[config.mk]
export PLATFORM = sky130hd
export DESIGN_NAME = i2c_master_byte_ctrl_flat
export DESIGN_NICKNAME = d
export VERILOG_FILES = /design/src/rtl/i2c_master_byte_ctrl_pkg.sv /design/src/rtl/i2c_master_byte_ctrl_if.sv /design/src/rtl/i2c_master_byte_ctrl.sv /design/src/flat_wrapper.sv
export SDC_FILE = /design/constraint.sdc
export NUM_CORES = 1
export LEC_CHECK = 0
export CAP_MARGIN = 20
export CORE_UTILIZATION = 38
export CTS_BUF_LIST = sky130_fd_sc_hd__clkbuf_4
export CTS_CLUSTER_SIZE = 10
export DETAILED_ROUTE_END_ITERATION = 8
export GPL_ROUTABILITY_DRIVEN = 0
export PLACE_DENSITY = 0.57
export SETUP_SLACK_MARGIN = 0.3
export SLEW_MARGIN = 20
export SYNTH_ARGS = -nofsm -noshare
export SYNTH_HDL_FRONTEND = slang
export SYNTH_SLANG_ARGS = --single-unit
[constraint.sdc]
create_clock -name clk_i -period 4.1 [get_ports clk_i]
set_input_delay 0.41 -clock clk_i [delete_from_list [all_inputs] [get_ports clk_i]]
set_output_delay 0.41 -clock clk_i [all_outputs]
set_load 0.1 [all_outputs]
[src/rtl/i2c_master_byte_ctrl_pkg.sv]
// Shared types for the byte-level I2C master sequencer: byte commands,
// phy bit commands and the sequencer state encoding.
package i2c_master_byte_ctrl_pkg;

    typedef enum logic [1:0] {
        B_START = 2'd0,
        B_STOP  = 2'd1,
        B_WRITE = 2'd2,
        B_READ  = 2'd3
    } byte_cmd_t;

    typedef enum logic [2:0] {
        PHY_NOP   = 3'd0,
        PHY_START = 3'd1,
        PHY_STOP  = 3'd2,
        PHY_WRITE = 3'd3,
        PHY_READ  = 3'd4
    } phy_cmd_t;

    typedef enum logic [3:0] {
        S_IDLE,
        S_BUS_WAIT,
        S_START,
        S_WR_BIT,
        S_WR_ACK,
        S_RD_BIT,
        S_RD_ACK,
        S_STOP,
        S_ABORT,
        S_RSP
    } state_t;

endpackage

[src/rtl/i2c_master_byte_ctrl_if.sv]
// Byte-command handshake plus phy bit-command bundle for i2c_master_byte_ctrl.
// slave = the sequencer's view, master = the user/phy side.
interface i2c_master_byte_ctrl_if
    import i2c_master_byte_ctrl_pkg::*;
#(
    parameter int unsigned BYTE_W = 8
);

    logic              cmd_valid_i;
    logic              cmd_ready_o;
    byte_cmd_t         cmd_i;
    logic [BYTE_W-1:0] wr_data_i;
    logic              mst_nack_i;
    logic              rsp_valid_o;
    logic [BYTE_W-1:0] rd_data_o;
    logic              slv_nack_o;
    logic              arb_lost_o;
    logic              err_o;
    phy_cmd_t          phy_cmd_o;
    logic              phy_data_o;
    logic              phy_data_i;
    logic              phy_cmd_done_i;
    logic              phy_arb_lost_i;
    logic              phy_bus_busy_i;

    modport slave (
        input  cmd_valid_i, cmd_i, wr_data_i, mst_nack_i,
        input  phy_data_i, phy_cmd_done_i, phy_arb_lost_i, phy_bus_busy_i,
        output cmd_ready_o, rsp_valid_o, rd_data_o, slv_nack_o, arb_lost_o, err_o,
        output phy_cmd_o, phy_data_o
    );

    modport master (
        output cmd_valid_i, cmd_i, wr_data_i, mst_nack_i,
        output phy_data_i, phy_cmd_done_i, phy_arb_lost_i, phy_bus_busy_i,
        input  cmd_ready_o, rsp_valid_o, rd_data_o, slv_nack_o, arb_lost_o, err_o,
        input  phy_cmd_o, phy_data_o
    );

endinterface

[src/rtl/i2c_master_byte_ctrl.sv]
// Byte-level I2C master sequencer: turns START/STOP/WRITE/READ byte commands into
// phy bit commands. Optional macro I2C_BYTE_CTRL_NACK_STOP_EN: auto-STOP after write NACK.
module i2c_master_byte_ctrl
    import i2c_master_byte_ctrl_pkg::*;
#(
    parameter int unsigned BYTE_W       = 8,
    parameter int unsigned BUS_FREE_CYC = 130
) (
    input  logic                   clk_i,
    input  logic                   rst_n_i,
    i2c_master_byte_ctrl_if.slave  bus
);

    localparam int unsigned CNT_W = $clog2(BYTE_W);
    localparam int unsigned BF_W  = $clog2(BUS_FREE_CYC + 1);

    state_t            state_q, state_d;
    logic              owned_q, owned_d;
    logic [CNT_W-1:0]  cnt_q, cnt_d;
    logic [BF_W-1:0]   bus_cnt_q, bus_cnt_d;
    logic [BYTE_W-1:0] wr_data_q, wr_data_d;
    logic [BYTE_W-1:0] shift_q, shift_d;
    logic              mst_nack_q, mst_nack_d;
    phy_cmd_t          phy_cmd_q, phy_cmd_d;
    logic              phy_data_q, phy_data_d;
    logic              rsp_valid_q, rsp_valid_d;
    logic [BYTE_W-1:0] rd_data_q, rd_data_d;
    logic              slv_nack_q, slv_nack_d;
    logic              arb_lost_q, arb_lost_d;
    logic              err_q, err_d;
`ifdef I2C_BYTE_CTRL_NACK_STOP_EN
    logic              nack_stop_q, nack_stop_d;
`endif

    logic             done;
    logic             cnt_zero;
    logic             bus_free_done;
    logic             arb_hit;
    logic [CNT_W-1:0] cnt_m1;

    assign done          = bus.phy_cmd_done_i;
    assign cnt_zero      = (cnt_q == '0);
    assign cnt_m1        = cnt_q - CNT_W'(1);
    assign bus_free_done = (bus_cnt_q == BF_W'(BUS_FREE_CYC - 1));

    // Arbitration only matters while we are actually driving the bus.
    always_comb begin
        arb_hit = 1'b0;
        if (bus.phy_arb_lost_i) begin
            unique case (state_q)
                S_START, S_WR_BIT, S_WR_ACK, S_RD_BIT, S_RD_ACK, S_STOP: arb_hit = 1'b1;
                default: arb_hit = 1'b0;
            endcase
        end
    end

    always_ff @(posedge clk_i or negedge rst_n_i) begin
        if (!rst_n_i) begin
            state_q     <= S_IDLE;
            owned_q     <= 1'b0;
            cnt_q       <= '0;
            bus_cnt_q   <= '0;
            wr_data_q   <= '0;
            shift_q     <= '0;
            mst_nack_q  <= 1'b0;
            phy_cmd_q   <= PHY_NOP;
            phy_data_q  <= 1'b1;
            rsp_valid_q <= 1'b0;
            rd_data_q   <= '0;
            slv_nack_q  <= 1'b0;
            arb_lost_q  <= 1'b0;
            err_q       <= 1'b0;
`ifdef I2C_BYTE_CTRL_NACK_STOP_EN
            nack_stop_q <= 1'b0;
`endif
        end else begin
            state_q     <= state_d;
            owned_q     <= owned_d;
            cnt_q       <= cnt_d;
            bus_cnt_q   <= bus_cnt_d;
            wr_data_q   <= wr_data_d;
            shift_q     <= shift_d;
            mst_nack_q  <= mst_nack_d;
            phy_cmd_q   <= phy_cmd_d;
            phy_data_q  <= phy_data_d;
            rsp_valid_q <= rsp_valid_d;
            rd_data_q   <= rd_data_d;
            slv_nack_q  <= slv_nack_d;
            arb_lost_q  <= arb_lost_d;
            err_q       <= err_d;
`ifdef I2C_BYTE_CTRL_NACK_STOP_EN
            nack_stop_q <= nack_stop_d;
`endif
        end
    end

    always_comb begin
        state_d = state_q;
        unique case (state_q)
            S_IDLE: begin
                if (bus.cmd_valid_i) begin
                    if (bus.cmd_i == B_START) begin
                        state_d = owned_q ? S_START : S_BUS_WAIT;
                    end else if (!owned_q) begin
                        state_d = S_RSP;
                    end else if (bus.cmd_i == B_STOP) begin
                        state_d = S_STOP;
                    end else if (bus.cmd_i == B_WRITE) begin
                        state_d = S_WR_BIT;
                    end else begin
                        state_d = S_RD_BIT;
                    end
                end
            end
            S_BUS_WAIT: if (!bus.phy_bus_busy_i && bus_free_done) state_d = S_START;
            S_START:    if (done) state_d = S_RSP;
            S_WR_BIT:   if (done && cnt_zero) state_d = S_WR_ACK;
            S_WR_ACK: begin
                if (done) begin
`ifdef I2C_BYTE_CTRL_NACK_STOP_EN
                    state_d = bus.phy_data_i ? S_STOP : S_RSP;
`else
                    state_d = S_RSP;
`endif
                end
            end
            S_RD_BIT:   if (done && cnt_zero) state_d = S_RD_ACK;
            S_RD_ACK:   if (done) state_d = S_RSP;
            S_STOP:     if (done) state_d = S_RSP;
            S_ABORT:    if (done || phy_cmd_q == PHY_NOP) state_d = S_RSP;
            S_RSP:      state_d = S_IDLE;
            default:    state_d = S_IDLE;
        endcase
        if (arb_hit) state_d = S_ABORT;
    end

    always_comb begin
        owned_d     = owned_q;
        cnt_d       = cnt_q;
        bus_cnt_d   = bus_cnt_q;
        wr_data_d   = wr_data_q;
        shift_d     = shift_q;
        mst_nack_d  = mst_nack_q;
        phy_cmd_d   = phy_cmd_q;
        phy_data_d  = phy_data_q;
        rd_data_d   = rd_data_q;
        slv_nack_d  = slv_nack_q;
        arb_lost_d  = arb_lost_q;
        err_d       = err_q;
        rsp_valid_d = (state_d == S_RSP);
`ifdef I2C_BYTE_CTRL_NACK_STOP_EN
        nack_stop_d = nack_stop_q;
`endif
        // On arbitration loss the in-flight bit stays on the phy until its done;
        // a coincident done means the bit is finished, so nothing further is issued.
        if (arb_hit) begin
            if (done) begin
                phy_cmd_d  = PHY_NOP;
                phy_data_d = 1'b1;
            end
        end else begin
            unique case (state_q)
                S_IDLE: begin
                    if (bus.cmd_valid_i) begin
                        wr_data_d  = bus.wr_data_i;
                        mst_nack_d = bus.mst_nack_i;
                        arb_lost_d = 1'b0;
                        err_d      = (state_d == S_RSP);
                        cnt_d      = CNT_W'(BYTE_W - 1);
                        bus_cnt_d  = '0;
`ifdef I2C_BYTE_CTRL_NACK_STOP_EN
                        nack_stop_d = 1'b0;
`endif
                        unique case (state_d)
                            S_START:  phy_cmd_d = PHY_START;
                            S_STOP:   phy_cmd_d = PHY_STOP;
                            S_WR_BIT: begin
                                phy_cmd_d  = PHY_WRITE;
                                phy_data_d = bus.wr_data_i[BYTE_W-1];
                            end
                            S_RD_BIT: begin
                                phy_cmd_d  = PHY_READ;
                                phy_data_d = 1'b1;
                            end
                            default: ;
                        endcase
                    end
                end
                S_BUS_WAIT: begin
                    if (bus.phy_bus_busy_i) begin
                        bus_cnt_d = '0;
                    end else if (state_d == S_START) begin
                        phy_cmd_d = PHY_START;
                    end else begin
                        bus_cnt_d = bus_cnt_q + BF_W'(1);
                    end
                end
                S_START: begin
                    if (done) begin
                        owned_d   = 1'b1;
                        phy_cmd_d = PHY_NOP;
                    end
                end
                S_WR_BIT: begin
                    if (done) begin
                        if (cnt_zero) begin
                            phy_cmd_d  = PHY_READ;
                            phy_data_d = 1'b1;
                        end else begin
                            cnt_d      = cnt_m1;
                            phy_data_d = wr_data_q[cnt_m1];
                        end
                    end
                end
                S_WR_ACK: begin
                    if (done) begin
                        phy_data_d = 1'b1;
                        if (state_d == S_STOP) begin
                            phy_cmd_d = PHY_STOP;
`ifdef I2C_BYTE_CTRL_NACK_STOP_EN
                            nack_stop_d = 1'b1;
`endif
                        end else begin
                            phy_cmd_d  = PHY_NOP;
                            slv_nack_d = bus.phy_data_i;
                        end
                    end
                end
                S_RD_BIT: begin
                    if (done) begin
                        shift_d = {shift_q[BYTE_W-2:0], bus.phy_data_i};
                        if (cnt_zero) begin
                            phy_cmd_d  = PHY_WRITE;
                            phy_data_d = mst_nack_q;
                        end else begin
                            cnt_d = cnt_m1;
                        end
                    end
                end
                S_RD_ACK: begin
                    if (done) begin
                        rd_data_d  = shift_q;
                        phy_cmd_d  = PHY_NOP;
                        phy_data_d = 1'b1;
                    end
                end
                S_STOP: begin
                    if (done) begin
                        owned_d   = 1'b0;
                        phy_cmd_d = PHY_NOP;
`ifdef I2C_BYTE_CTRL_NACK_STOP_EN
                        if (nack_stop_q) slv_nack_d = 1'b1;
`endif
                    end
                end
                S_ABORT: begin
                    if (state_d == S_RSP) begin
                        owned_d    = 1'b0;
                        arb_lost_d = 1'b1;
                        phy_cmd_d  = PHY_NOP;
                        phy_data_d = 1'b1;
                    end
                end
                default: ;
            endcase
        end
    end

    assign bus.cmd_ready_o = (state_q == S_IDLE);
    assign bus.rsp_valid_o = rsp_valid_q;
    assign bus.rd_data_o   = rd_data_q;
    assign bus.slv_nack_o  = slv_nack_q;
    assign bus.arb_lost_o  = arb_lost_q;
    assign bus.err_o       = err_q;
    assign bus.phy_cmd_o   = phy_cmd_q;
    assign bus.phy_data_o  = phy_data_q;

endmodule
[src/flat_wrapper.sv]
// flat-port wrapper written by rule: the top's interface ports become plain ports
module i2c_master_byte_ctrl_flat import i2c_master_byte_ctrl_pkg::*;
#(
    parameter int unsigned BYTE_W       = 8,
    parameter int unsigned BUS_FREE_CYC = 130
)
  (clk_i, rst_n_i, bus_cmd_valid_i, bus_cmd_i, bus_wr_data_i, bus_mst_nack_i, bus_phy_data_i, bus_phy_cmd_done_i, bus_phy_arb_lost_i, bus_phy_bus_busy_i, bus_cmd_ready_o, bus_rsp_valid_o, bus_rd_data_o, bus_slv_nack_o, bus_arb_lost_o, bus_err_o, bus_phy_cmd_o, bus_phy_data_o);
  i2c_master_byte_ctrl_if #(.BYTE_W(BYTE_W)) bus_i ();
  input  logic clk_i;
  input  logic rst_n_i;
  input wire logic [$bits(bus_i.cmd_valid_i)-1:0] bus_cmd_valid_i;
  input wire logic [$bits(bus_i.cmd_i)-1:0] bus_cmd_i;
  input wire logic [$bits(bus_i.wr_data_i)-1:0] bus_wr_data_i;
  input wire logic [$bits(bus_i.mst_nack_i)-1:0] bus_mst_nack_i;
  input wire logic [$bits(bus_i.phy_data_i)-1:0] bus_phy_data_i;
  input wire logic [$bits(bus_i.phy_cmd_done_i)-1:0] bus_phy_cmd_done_i;
  input wire logic [$bits(bus_i.phy_arb_lost_i)-1:0] bus_phy_arb_lost_i;
  input wire logic [$bits(bus_i.phy_bus_busy_i)-1:0] bus_phy_bus_busy_i;
  output wire logic [$bits(bus_i.cmd_ready_o)-1:0] bus_cmd_ready_o;
  output wire logic [$bits(bus_i.rsp_valid_o)-1:0] bus_rsp_valid_o;
  output wire logic [$bits(bus_i.rd_data_o)-1:0] bus_rd_data_o;
  output wire logic [$bits(bus_i.slv_nack_o)-1:0] bus_slv_nack_o;
  output wire logic [$bits(bus_i.arb_lost_o)-1:0] bus_arb_lost_o;
  output wire logic [$bits(bus_i.err_o)-1:0] bus_err_o;
  output wire logic [$bits(bus_i.phy_cmd_o)-1:0] bus_phy_cmd_o;
  output wire logic [$bits(bus_i.phy_data_o)-1:0] bus_phy_data_o;
  assign bus_i.cmd_valid_i = bus_cmd_valid_i;
  assign bus_i.cmd_i = bus_cmd_i;
  assign bus_i.wr_data_i = bus_wr_data_i;
  assign bus_i.mst_nack_i = bus_mst_nack_i;
  assign bus_i.phy_data_i = bus_phy_data_i;
  assign bus_i.phy_cmd_done_i = bus_phy_cmd_done_i;
  assign bus_i.phy_arb_lost_i = bus_phy_arb_lost_i;
  assign bus_i.phy_bus_busy_i = bus_phy_bus_busy_i;
  assign bus_cmd_ready_o = bus_i.cmd_ready_o;
  assign bus_rsp_valid_o = bus_i.rsp_valid_o;
  assign bus_rd_data_o = bus_i.rd_data_o;
  assign bus_slv_nack_o = bus_i.slv_nack_o;
  assign bus_arb_lost_o = bus_i.arb_lost_o;
  assign bus_err_o = bus_i.err_o;
  assign bus_phy_cmd_o = bus_i.phy_cmd_o;
  assign bus_phy_data_o = bus_i.phy_data_o;
  i2c_master_byte_ctrl #(.BYTE_W(BYTE_W), .BUS_FREE_CYC(BUS_FREE_CYC)) u_core (.clk_i(clk_i), .rst_n_i(rst_n_i), .bus(bus_i));
endmodule
==> results.cfg <==
[outcome]
status = complete, no violations

[global_routing]
grt_pass1_wl_microns = 11430
grt_pass1_vias = 2273
antenna_found_initial = 0
overflow = 0
grtUsageMet1 = 0.2595
grt.busiest_layer = met2
use_met2 = 0.3091
use_met3 = 0.03693
grt_usage = 0.1942
grt_start_max_net_pins = 50

[layout]
fillerInstances = 738
nets = 340
area_growth_pct = 16.59
multi_input_area_sq_um = 1541
drive_gt1_frac = 0.1767
post-route-util = 0.4605
layout.cells.non_filler = 416
final_common_cell = dfrtp_1
num_antenna_cells = 0
register_area_sq_um = 1227
final_cell_mix = dfrtp_1, clkdlybuf4s50_1, mux2_2, nor2_1, nand2_1
final_area_sq_um = 3358

[timing]
timing.fmax_mhz = 334.8
post-route-period-util = 0.7285
relSlewSlack = 0.3448
setup_viol = 0
fin_ws_ns = 1.113
worst_pin_slew_ns = 0.9797
hold_violations = 0
min_period_ns = 2.987
rsz0062_at_grt = false
setup_tns_ns = 0
slew_violations = 0
fin_skew_ns = 0.01888

[synth]
synthFlopType = dfrtp_1
yosysUniqueCellTypes = 62
seq_area_frac_synth = 0.4262
synthCells = 286
syn_area_sq_um = 2880
synth.avg_cell_area_sq_um = 10.07
ys_ff_latch = 49
synth_nets = 310
async_flop_share = 1.000
synth_edf_count = 0
ys.warnings.count = 0

[clock_tree]
clock_latency_ns = 0.39
htree_levels = 2
cts_made_buffers = 5
cts_tree = done
cts_resized = 0
clockBufferDepth = 2
cts_setup_buffers = 0
holdBufCountCts = 0
cts_root_buf = clkbuf_4
clk_pin_slew_ns = 0.16
cts.sinks = 49

[pwr]
p_leak_nw = 1.438
p_sw_mw = 0.9026
p_int_mw = 0.9910
power_density_nw_per_um2 = 563.8
p_comb_frac = 0.510
p_sw_frac = 0.4766
peakVddDrop_uv = 287.0
power_frac_seq = 0.357
p_clk_frac = 0.132

[worst_setup_path]
r2r-start = u_core.state_q[1]
worst_ep_required_time_ns = 4.41
critPathCaptureType = flip-flop
startpoint_type = flip-flop
path_cells = nor4_4, nand4_1, a31oi_1, o21ai_2, or2_1, a221o_1, o22ai_2
worst_path_dominant_cell_family = simple AND/OR/NAND/NOR gates
slowest_delay_ns = 0.73
crit_arrival_ns = 3.29
crit_fanout = 26
path_class = reg -> reg
critPathLaunch = u_core.state_q[1]
r2r_slack_ns = 1.11
cp_num_buf_inv = 0
slowest_stage = nor4_4

[hold_path]
min_path_type = in -> async

[route]
drc = 0
via_per_inst = 5.632
drt-total-wl_microns = 7024
vias = 2343
drt.antenna.violating_nets = 0
drtPass1Iterations = 5
wire_per_inst_microns = 16.88
first_iter_violations = 199

[placement]
port_buffers = 34
dpl-instance-area_sq_um = 3297
dp_slack_ns = 1.147
placed_cells = 408
post-dp-hpwl_microns = 4995

[die]
die_h_microns = 89.06
io_pins = 35
core_area_sq_um = 7292
die_w_microns = 89.06
initial_core_util = 0.3950
rows = 31
dieArea_sq_um = 7932

[flow_run]
maxCapViolations = 0
-- registers in the layout, summed over array words and instances (netlist names) --
signal,count
u_core.bus.rd_data_o,8
u_core.bus_cnt_q,8
u_core.shift_q,8
u_core.wr_data_q,8
u_core.state_q,4
u_core.bus.phy_cmd_o,3
u_core.cnt_q,3
u_core.bus.arb_lost_o,1
u_core.bus.err_o,1
u_core.bus.phy_data_o,1
u_core.bus.rsp_valid_o,1
u_core.bus.slv_nack_o,1
u_core.mst_nack_q,1
u_core.owned_q,1
-- stage by stage --
step	hold WS (ns)	total power, mW
2_1_floorplan	0.1144	1.416
3_3_place_gp	0.4616	1.645
3_5_place_dp	0.4679	1.652
4_1_cts	0.1253	1.901
5_1_grt	0.1483	2.009
6_report	0.09453	1.894
-- final timing paths --
kind	cells past startpoint	end
worst max-delay path	7	u_core.bus.phy_cmd_o[2]
worst min-delay path	2	u_core.bus.err_o
worst max register to register	7	u_core.bus.phy_cmd_o[2]
worst min register to register	2	u_core.bus.arb_lost_o
max in group asynchronous	2	u_core.bus_cnt_q[0]
min in group clk_i	2	u_core.bus.arb_lost_o
-- cells in the mapped netlist, types with 3 or more instances --
library cell / number / share of area
ha_1: 6 / 0.026
and3_1: 5 / 0.011
nand3_1: 10 / 0.017
inv_1: 13 / 0.017
xor2_1: 6 / 0.018
nand2b_1: 7 / 0.015
nor3_1: 3 / 0.0052
nor2_1: 23 / 0.030
nand4_1: 5 / 0.011
clkbuf_1: 9 / 0.012
o211ai_1: 3 / 0.0078
or3_1: 3 / 0.0065
nand2_1: 21 / 0.027
nor4_1: 3 / 0.0065
mux2_2: 27 / 0.11
a21oi_1: 15 / 0.026
dfrtp_1: 48 / 0.42
o21ai_0: 12 / 0.021
nor2b_1: 5 / 0.011
xnor2_1: 4 / 0.012
-- kinds of logic after synthesis --
kind of cell / after synthesis / synth area share
AO/OA/AOI/OAI: 64 / 0.1616
XOR/XNOR: 10 / 0.03041
adder cells (fa/ha/maj): 6 / 0.02606
buffers and inverters: 27 / 0.03866
flip-flops: 49 / 0.4262
multiplexers: 31 / 0.1281
AND/OR/NAND/NOR: 99 / 0.1890
-- worst register-to-register path: cells and delay by family (launching register included) --
kind	cells	cell delay, ns
AND/OR/NAND/NOR	3	1.21
flip-flops	1	0.72
AO/OA/AOI/OAI	4	0.99
-- power groups by stage --
stage / Combinational [mW] / Clock [mW] / Sequential [mW]
after detailed placement: 0.963 / 0 / 0.689
after floorplan: 0.554 / 0 / 0.862
final: 0.966 / 0.251 / 0.677
after global routing: 1.04 / 0.275 / 0.694
after global placement: 0.957 / 0 / 0.687
after CTS: 0.965 / 0.258 / 0.679
-- layout make-up --
cell class | instances | area share
Clock inverter | 2 | 0.004844
Timing Repair Buffer | 37 | 0.1058
Tap cell | 99 | 0.03689
Multi-Input combinational cell | 210 | 0.4590
Sequential cell | 49 | 0.3655
Inverter | 13 | 0.01453
Clock buffer | 6 | 0.01341
-- layer usage --
metal	routed length, microns	up-vias
met1	3181	1143
met5	0	-
met2	3347	79
li1	-	1107
met3	325	14
met4	169	0
(Power assumes the default switching activity.)
